File: config.mk
export PLATFORM = sky130hd
export DESIGN_NAME = br_resolve
export DESIGN_NICKNAME = d
export VERILOG_FILES = /design/src/rtl/bp_pkg.sv /design/src/rtl/pred_fifo.sv /design/src/rtl/br_resolve.sv
export SDC_FILE = /design/constraint.sdc
export NUM_CORES = 1
export LEC_CHECK = 0
export BUFFER_PORTS_ARGS = -buffer_cell sky130_fd_sc_hd__buf_4
export CAP_MARGIN = 20
export CORE_AREA = 3 3 315 395
export CTS_BUF_LIST = sky130_fd_sc_hd__clkbuf_4
export CTS_CLUSTER_DIAMETER = 60
export DETAILED_ROUTE_END_ITERATION = 12
export DIE_AREA = 0 0 318 398
export HOLD_SLACK_MARGIN = 0.1
export PLACE_DENSITY = 0.54
export SLEW_MARGIN = 5
export SYNTH_ARGS = -nofsm -noshare
export SYNTH_HDL_FRONTEND = slang
export SYNTH_SLANG_ARGS = --single-unit
File: constraint.sdc
create_clock -name clk -period 16.05 [get_ports clk]
set_input_delay 2.4075 -clock clk [delete_from_list [all_inputs] [get_ports clk]]
set_output_delay 2.4075 -clock clk [all_outputs]
set_load 0.05 [all_outputs]
File: src/rtl/bp_pkg.sv
// Types and constants shared by the fetch-side predictor and
// the execute-side branch resolution unit.
package bp_pkg;

    localparam int BP_PCW = 48;

    localparam logic [6:0] JAL  = 7'b1101111;
    localparam logic [6:0] JALR = 7'b1100111;

    typedef struct packed {
        logic [BP_PCW-1:0] pc;
        logic [BP_PCW-1:0] pred_pc;
        logic              pred_taken;
    } pred_entry_t;

    function automatic logic is_jump(input logic [6:0] opcode);
        return (opcode == JAL) || (opcode == JALR);
    endfunction

endpackage

File: src/rtl/pred_fifo.sv
// In-order circular buffer of outstanding predictions.
// A synchronous clear empties it and wins over push/pop.
module pred_fifo
    import bp_pkg::*;
#(
    parameter int DEPTH = 8,
    parameter int W     = 2 * BP_PCW + 1,
    parameter int CW    = $clog2(DEPTH) + 1
) (
    input  logic          clk,
    input  logic          n_reset,
    input  logic          push,
    input  logic          pop,
    input  logic          clear,
    input  logic [W-1:0]  wdata,
    output logic [W-1:0]  rdata,
    output logic [CW-1:0] count,
    output logic          full,
    output logic          empty
);

    localparam int AW = $clog2(DEPTH);

    logic [W-1:0]  mem_q [DEPTH];
    logic [AW-1:0] head_q, head_d;
    logic [AW-1:0] tail_q, tail_d;
    logic [CW-1:0] count_q, count_d;

    always_comb begin
        head_d  = head_q;
        tail_d  = tail_q;
        count_d = count_q;
        if (clear) begin
            head_d  = '0;
            tail_d  = '0;
            count_d = '0;
        end else begin
            if (push) tail_d = tail_q + AW'(1);
            if (pop)  head_d = head_q + AW'(1);
            count_d = count_q + CW'(push) - CW'(pop);
        end
    end

    always_ff @(posedge clk or negedge n_reset) begin
        if (!n_reset) begin
            head_q  <= '0;
            tail_q  <= '0;
            count_q <= '0;
        end else begin
            head_q  <= head_d;
            tail_q  <= tail_d;
            count_q <= count_d;
        end
    end

    always_ff @(posedge clk) begin
        if (push && !clear) mem_q[tail_q] <= wdata;
    end

    assign rdata = mem_q[head_q];
    assign count = count_q;
    assign full  = (count_q == CW'(DEPTH));
    assign empty = (count_q == '0);

endmodule

File: src/rtl/br_resolve.sv
// Branch resolution: checks the oldest prediction against the
// executed outcome and drives redirect/training pulses.
module br_resolve
    import bp_pkg::*;
#(
    parameter int DEPTH = 8,
    parameter int PCW   = BP_PCW
) (
    input  logic                     clk,
    input  logic                     n_reset,
    input  logic                     enq_valid,
    output logic                     enq_ready,
    input  logic [PCW-1:0]           enq_pc,
    input  logic [PCW-1:0]           enq_pred_pc,
    input  logic                     enq_pred_taken,
    input  logic                     res_valid,
    input  logic [PCW-1:0]           res_pc,
    input  logic                     res_taken,
    input  logic [PCW-1:0]           res_target,
    output logic                     mispred,
    output logic                     flush,
    output logic [PCW-1:0]           correct_pc,
    output logic [PCW-1:0]           index_pc,
    output logic                     upd_valid,
    output logic                     upd_taken,
    output logic [$clog2(DEPTH):0]   count,
    output logic                     err
);

    localparam int CW = $clog2(DEPTH) + 1;
    localparam int EW = 2 * PCW + 1;

    typedef struct packed {
        logic [PCW-1:0] pc;
        logic [PCW-1:0] pred_pc;
        logic           pred_taken;
    } entry_t;

    entry_t         wr_e, hd_e;
    logic [EW-1:0]  hd_raw;
    logic           fifo_full, fifo_empty;
    logic           unused_dir;

    logic           enq_acc, res_hit, pc_ok, pred_ok, good, bad;
    logic [PCW-1:0] actual_next;

    logic           mispred_q, mispred_d;
    logic           flush_q, flush_d;
    logic           upd_valid_q, upd_valid_d;
    logic           upd_taken_q, upd_taken_d;
    logic           err_q, err_d;
    logic [PCW-1:0] correct_pc_q, correct_pc_d;
    logic [PCW-1:0] index_pc_q, index_pc_d;

    assign wr_e = '{pc: enq_pc, pred_pc: enq_pred_pc,
                    pred_taken: enq_pred_taken};
    assign hd_e = entry_t'(hd_raw);
    assign unused_dir = hd_e.pred_taken;

    assign enq_ready   = !fifo_full && !flush_q;
    assign enq_acc     = enq_valid && enq_ready;
    assign res_hit     = res_valid && !fifo_empty;
    assign actual_next = res_taken ? res_target : res_pc + PCW'(4);
    assign pc_ok       = (res_pc == hd_e.pc);
    assign pred_ok     = (actual_next == hd_e.pred_pc);
    assign good        = res_hit && pc_ok && pred_ok;
    assign bad         = res_hit && !(pc_ok && pred_ok);

    // A wrong-path enqueue landing with a mispredict is dropped by clear.
    pred_fifo #(.DEPTH(DEPTH), .W(EW), .CW(CW)) u_fifo (
        .clk     (clk),
        .n_reset (n_reset),
        .push    (enq_acc),
        .pop     (good),
        .clear   (bad),
        .wdata   (wr_e),
        .rdata   (hd_raw),
        .count   (count),
        .full    (fifo_full),
        .empty   (fifo_empty)
    );

    always_comb begin
        mispred_d    = bad;
        flush_d      = bad;
        upd_valid_d  = res_hit;
        err_d        = res_valid && (fifo_empty || !pc_ok);
        upd_taken_d  = upd_taken_q;
        correct_pc_d = correct_pc_q;
        index_pc_d   = index_pc_q;
        if (res_hit) begin
            upd_taken_d = res_taken;
            index_pc_d  = res_pc;
        end
        if (bad) correct_pc_d = actual_next;
    end

    always_ff @(posedge clk or negedge n_reset) begin
        if (!n_reset) begin
            mispred_q    <= 1'b0;
            flush_q      <= 1'b0;
            upd_valid_q  <= 1'b0;
            upd_taken_q  <= 1'b0;
            err_q        <= 1'b0;
            correct_pc_q <= '0;
            index_pc_q   <= '0;
        end else begin
            mispred_q    <= mispred_d;
            flush_q      <= flush_d;
            upd_valid_q  <= upd_valid_d;
            upd_taken_q  <= upd_taken_d;
            err_q        <= err_d;
            correct_pc_q <= correct_pc_d;
            index_pc_q   <= index_pc_d;
        end
    end

    assign mispred    = mispred_q;
    assign flush      = flush_q;
    assign upd_valid  = upd_valid_q;
    assign upd_taken  = upd_taken_q;
    assign err        = err_q;
    assign correct_pc = correct_pc_q;
    assign index_pc   = index_pc_q;

endmodule

==> qor.csv <==
metric,value,unit
Pwr per Cell Area,142,nW/um^2
# clock sinks,878,
die height,398,um
core area,121000,um^2
clock buffer count from CTS,221,
DRC viols,0,
Leak,14.7,nW
final hold vios,0,
initial antenna violation count,28,
Setup Buffers After CTS,0,
Worst Setup End Kind,flip-flop,
Critical R2R Launch,u_fifo.head_q[0]$_DFFE_PN0P_,
GRT Residual Overflow,0,
WHS,0.477,ns
"setup slack, reg-to-reg",7.18,ns
"Slowest-stage cell, CP",buf_4,
die footprint,127000,um^2
Synth Net Count,2212,
Hold Crit Depth,2,
most frequent cells in the layout,"edfxtp_1, buf_4, clkbuf_4",
syn_area_per_cell,18.0,um^2
post-route setup slack,7.18,ns
Hold Path Class,reg2reg,
status,"complete, no violations",
min Tclk post-route,8.87,ns
Worst Tran Pin Value,1.09,ns
Yosys reg bits,878,
final setup violation count,0,
post_cts resized,0,
CTS tree,yes,
clk_lat worst skew,1.08,ns
antenna-violating nets left,0,
vias in the first global route,21600,
htree depth,4,
Setup WS pre-CTS,6.24,ns
hold worst-path end,index_pc[40]$_DFFE_PN0P_,
WL/cell,26.1,um
Crit Path Category,reg2reg,
crit path cell chain,buf_4 > buf_12 > mux4_2 > mux2i_1 > xor2_1 > nor4_1 > buf_4 > o2111ai_1 > nor4_1 > nand4_1 > o31ai_4 > inv_4 > buf_4 > nor4b_4 > buf_4 > buf_4,
Synth area leader,edfxtp_1,
Post-Synthesis Cells,2004,
GR peak layer,met2,
post-route clock period utilization,55.3,%
critical path peak fanout,91,
Slew Limit Headroom,26.7,%
fmax,113,MHz
largest net degree at the start of global routing,97,
Max IR drop VDD,0.135,mV
hold_sp,index_pc[40]$_DFFE_PN0P_,
Setup Skew,0.0774,ns
Crit Reg-Reg Endpoint,u_fifo.mem_q[3][53]$_DFFE_PP_,
"FFs w/ async S/R, synth",12.5,%
# hold bufs at CTS,0,
MaxCap Viol Count,0,
IO Port Bufs,302,
"commonest non-fill, non-tap cell in the layout",edfxtp_1,
DP HPWL,72.9,mm
synthesized cell area,36100,um^2
total power,6.13,mW
Post-synth EDFFs,768,
Area contributors post-synth,"edfxtp_1, mux4_2, dfrtp_1",
Vias/cell,4.93,
Crit path arrival time,9.52,ns
number of fill cells,11500,
Layout Nets,2665,
CP top delay family,buffers and inverters,
"CTS clk-pin slew, worst paths",0.07,ns
Worst Path Buf+Inv,7,
Required @ worst endpoint,16.70,ns
"Top FF cell, synth",edfxtp_1,
GRT Overall Usage,17.3,%
setup TNS,0,ns
via count,20900,
Yosys cell types,59,
CP most frequent cell,buf_4,
I/O pins,304,
Die X,318,um
met1 Use GR,22.0,%
register area share after synthesis,71.4,%
drt first pass iters,5,
CTS root buf,clkbuf_4,
P&R area growth vs syn,19.4,%
initial core utilization,29.8,%
CP startpoint kind,flip-flop,
RSZ-0062 raised after global routing,no,
first-pass GRT wire length,156,mm
Slew Limit Fails,0,
DP Area,40300,um^2
Yosys top cell area share,63.8,%
CTS Buffer Depth,3,
total wire length,111,mm
met3 Resource Use GR,6.14,%
layout cell share with drive strength beyond 1,35.3,%
grt met2 use,27.5,%
final instance area,43200,um^2
Row Count,143,
CP peak stage delay,0.87,ns
FF-to-FF path depth,16,
Iter 0 DRT Violations,1821,
Placer Congestion,0.850,
Ys Warns,0,
==> how the worst max path moves through the flow <==
stage,from,endpoint,cells after the start
global route,u_fifo.head_q[0]$_DFFE_PN0P_,u_fifo.mem_q[2][55]$_DFFE_PP_,16
detailed placement,res_pc[3],u_fifo.mem_q[2][1]$_DFFE_PP_,16
floorplan,res_pc[13],u_fifo.mem_q[2][10]$_DFFE_PP_,14
CTS,u_fifo.head_q[0]$_DFFE_PN0P_,u_fifo.mem_q[2][55]$_DFFE_PP_,16
global placement,res_pc[3],u_fifo.mem_q[3][1]$_DFFE_PP_,16
finish,u_fifo.head_q[0]$_DFFE_PN0P_,u_fifo.mem_q[3][53]$_DFFE_PP_,16
==> state kept, by name, summed over array words and instances, names as in the netlist, 3 cells and up <==
| signal | cells |
|---|---|
| index_pc | 48 |
| u_fifo.head_q | 3 |
| u_fifo.mem_q | 768 |
| u_fifo.tail_q | 3 |
| u_fifo.count | 4 |
| correct_pc | 48 |
==> report_power, final <==
| part | switching, mW | leakage (nW) | internal [mW] |
|---|---|---|---|
| registers | 0.142 | 8.25 | 2.73 |
| logic | 0.955 | 4.78 | 0.435 |
| clock network | 0.900 | 1.67 | 0.970 |
| total | 2.00 | 14.7 | 4.14 |
==> kinds of logic (layout without fill, tap and decap cells) <==
family / Yosys count / in the layout / share of synthesized area, %
other: 0 / 7 / 0
xor gates and xnor gates: 119 / 119 / 2.92
and+or+nand+nor: 431 / 431 / 5.95
DFF: 878 / 878 / 71.4
muxes: 322 / 322 / 15.8
adders and majority gates: 10 / 10 / 0.367
AOI/OAI and AO/OA: 95 / 95 / 1.78
buffers and inverters: 149 / 776 / 1.76
==> metrics by stage <==
| stage | utilization [%] | cells |
|---|---|---|
| 3_5_place_dp | 33.3 | 3827 |
| 3_3_place_gp | 33.3 | 3827 |
| 4_1_cts | 35.6 | 4224 |
| 2_1_floorplan | - | 2004 |
| 6_report | 35.6 | 4233 |
| 5_1_grt | 35.6 | 4228 |
==> cell type report <==
type	instances	area, um^2	share of cell area, %
Clock inverter	74	400	0.928
Multi-Input combinational cell	977	9760	22.6
Timing Repair Buffer	341	2600	6.03
Tap cell	1595	2000	4.62
Inverter	38	145	0.336
Clock buffer	323	2420	5.62
Antenna cell	7	17.5	0.0406
Sequential cell	878	25800	59.8
==> cell usage after synthesis (16+ instances only) <==
master and number:
mux2_4 26, nand3_1 25, buf_2 32, nand2b_1 37, dfrtp_1 110, nand2_1 230, nor2_1 20, clkbuf_1 56
nand4_1 20, nor4_1 34, xor2_1 54, inv_1 37, o21ai_0 28, mux2i_1 105, mux4_2 188, buf_1 17
xnor2_1 64, o31ai_1 16, edfxtp_1 768
==> worst reg2reg max path, delay by kind of cell (launching register included) <==
kind / cells / cell delay [ns]
compound gates: 2 / 0.48
flops: 1 / 0.80
buf+inv: 7 / 3.92
simple gates: 4 / 2.05
mux: 2 / 1.07
xor+xnor: 1 / 0.11
==> metal layers <==
layer  up-vias  routed length, um
met5         -                169
li1       8918                  -
met1     10800              44900
met2       941              52500
met3       181              10600
met4        24               2370
(Power assumes the default switching activity.)
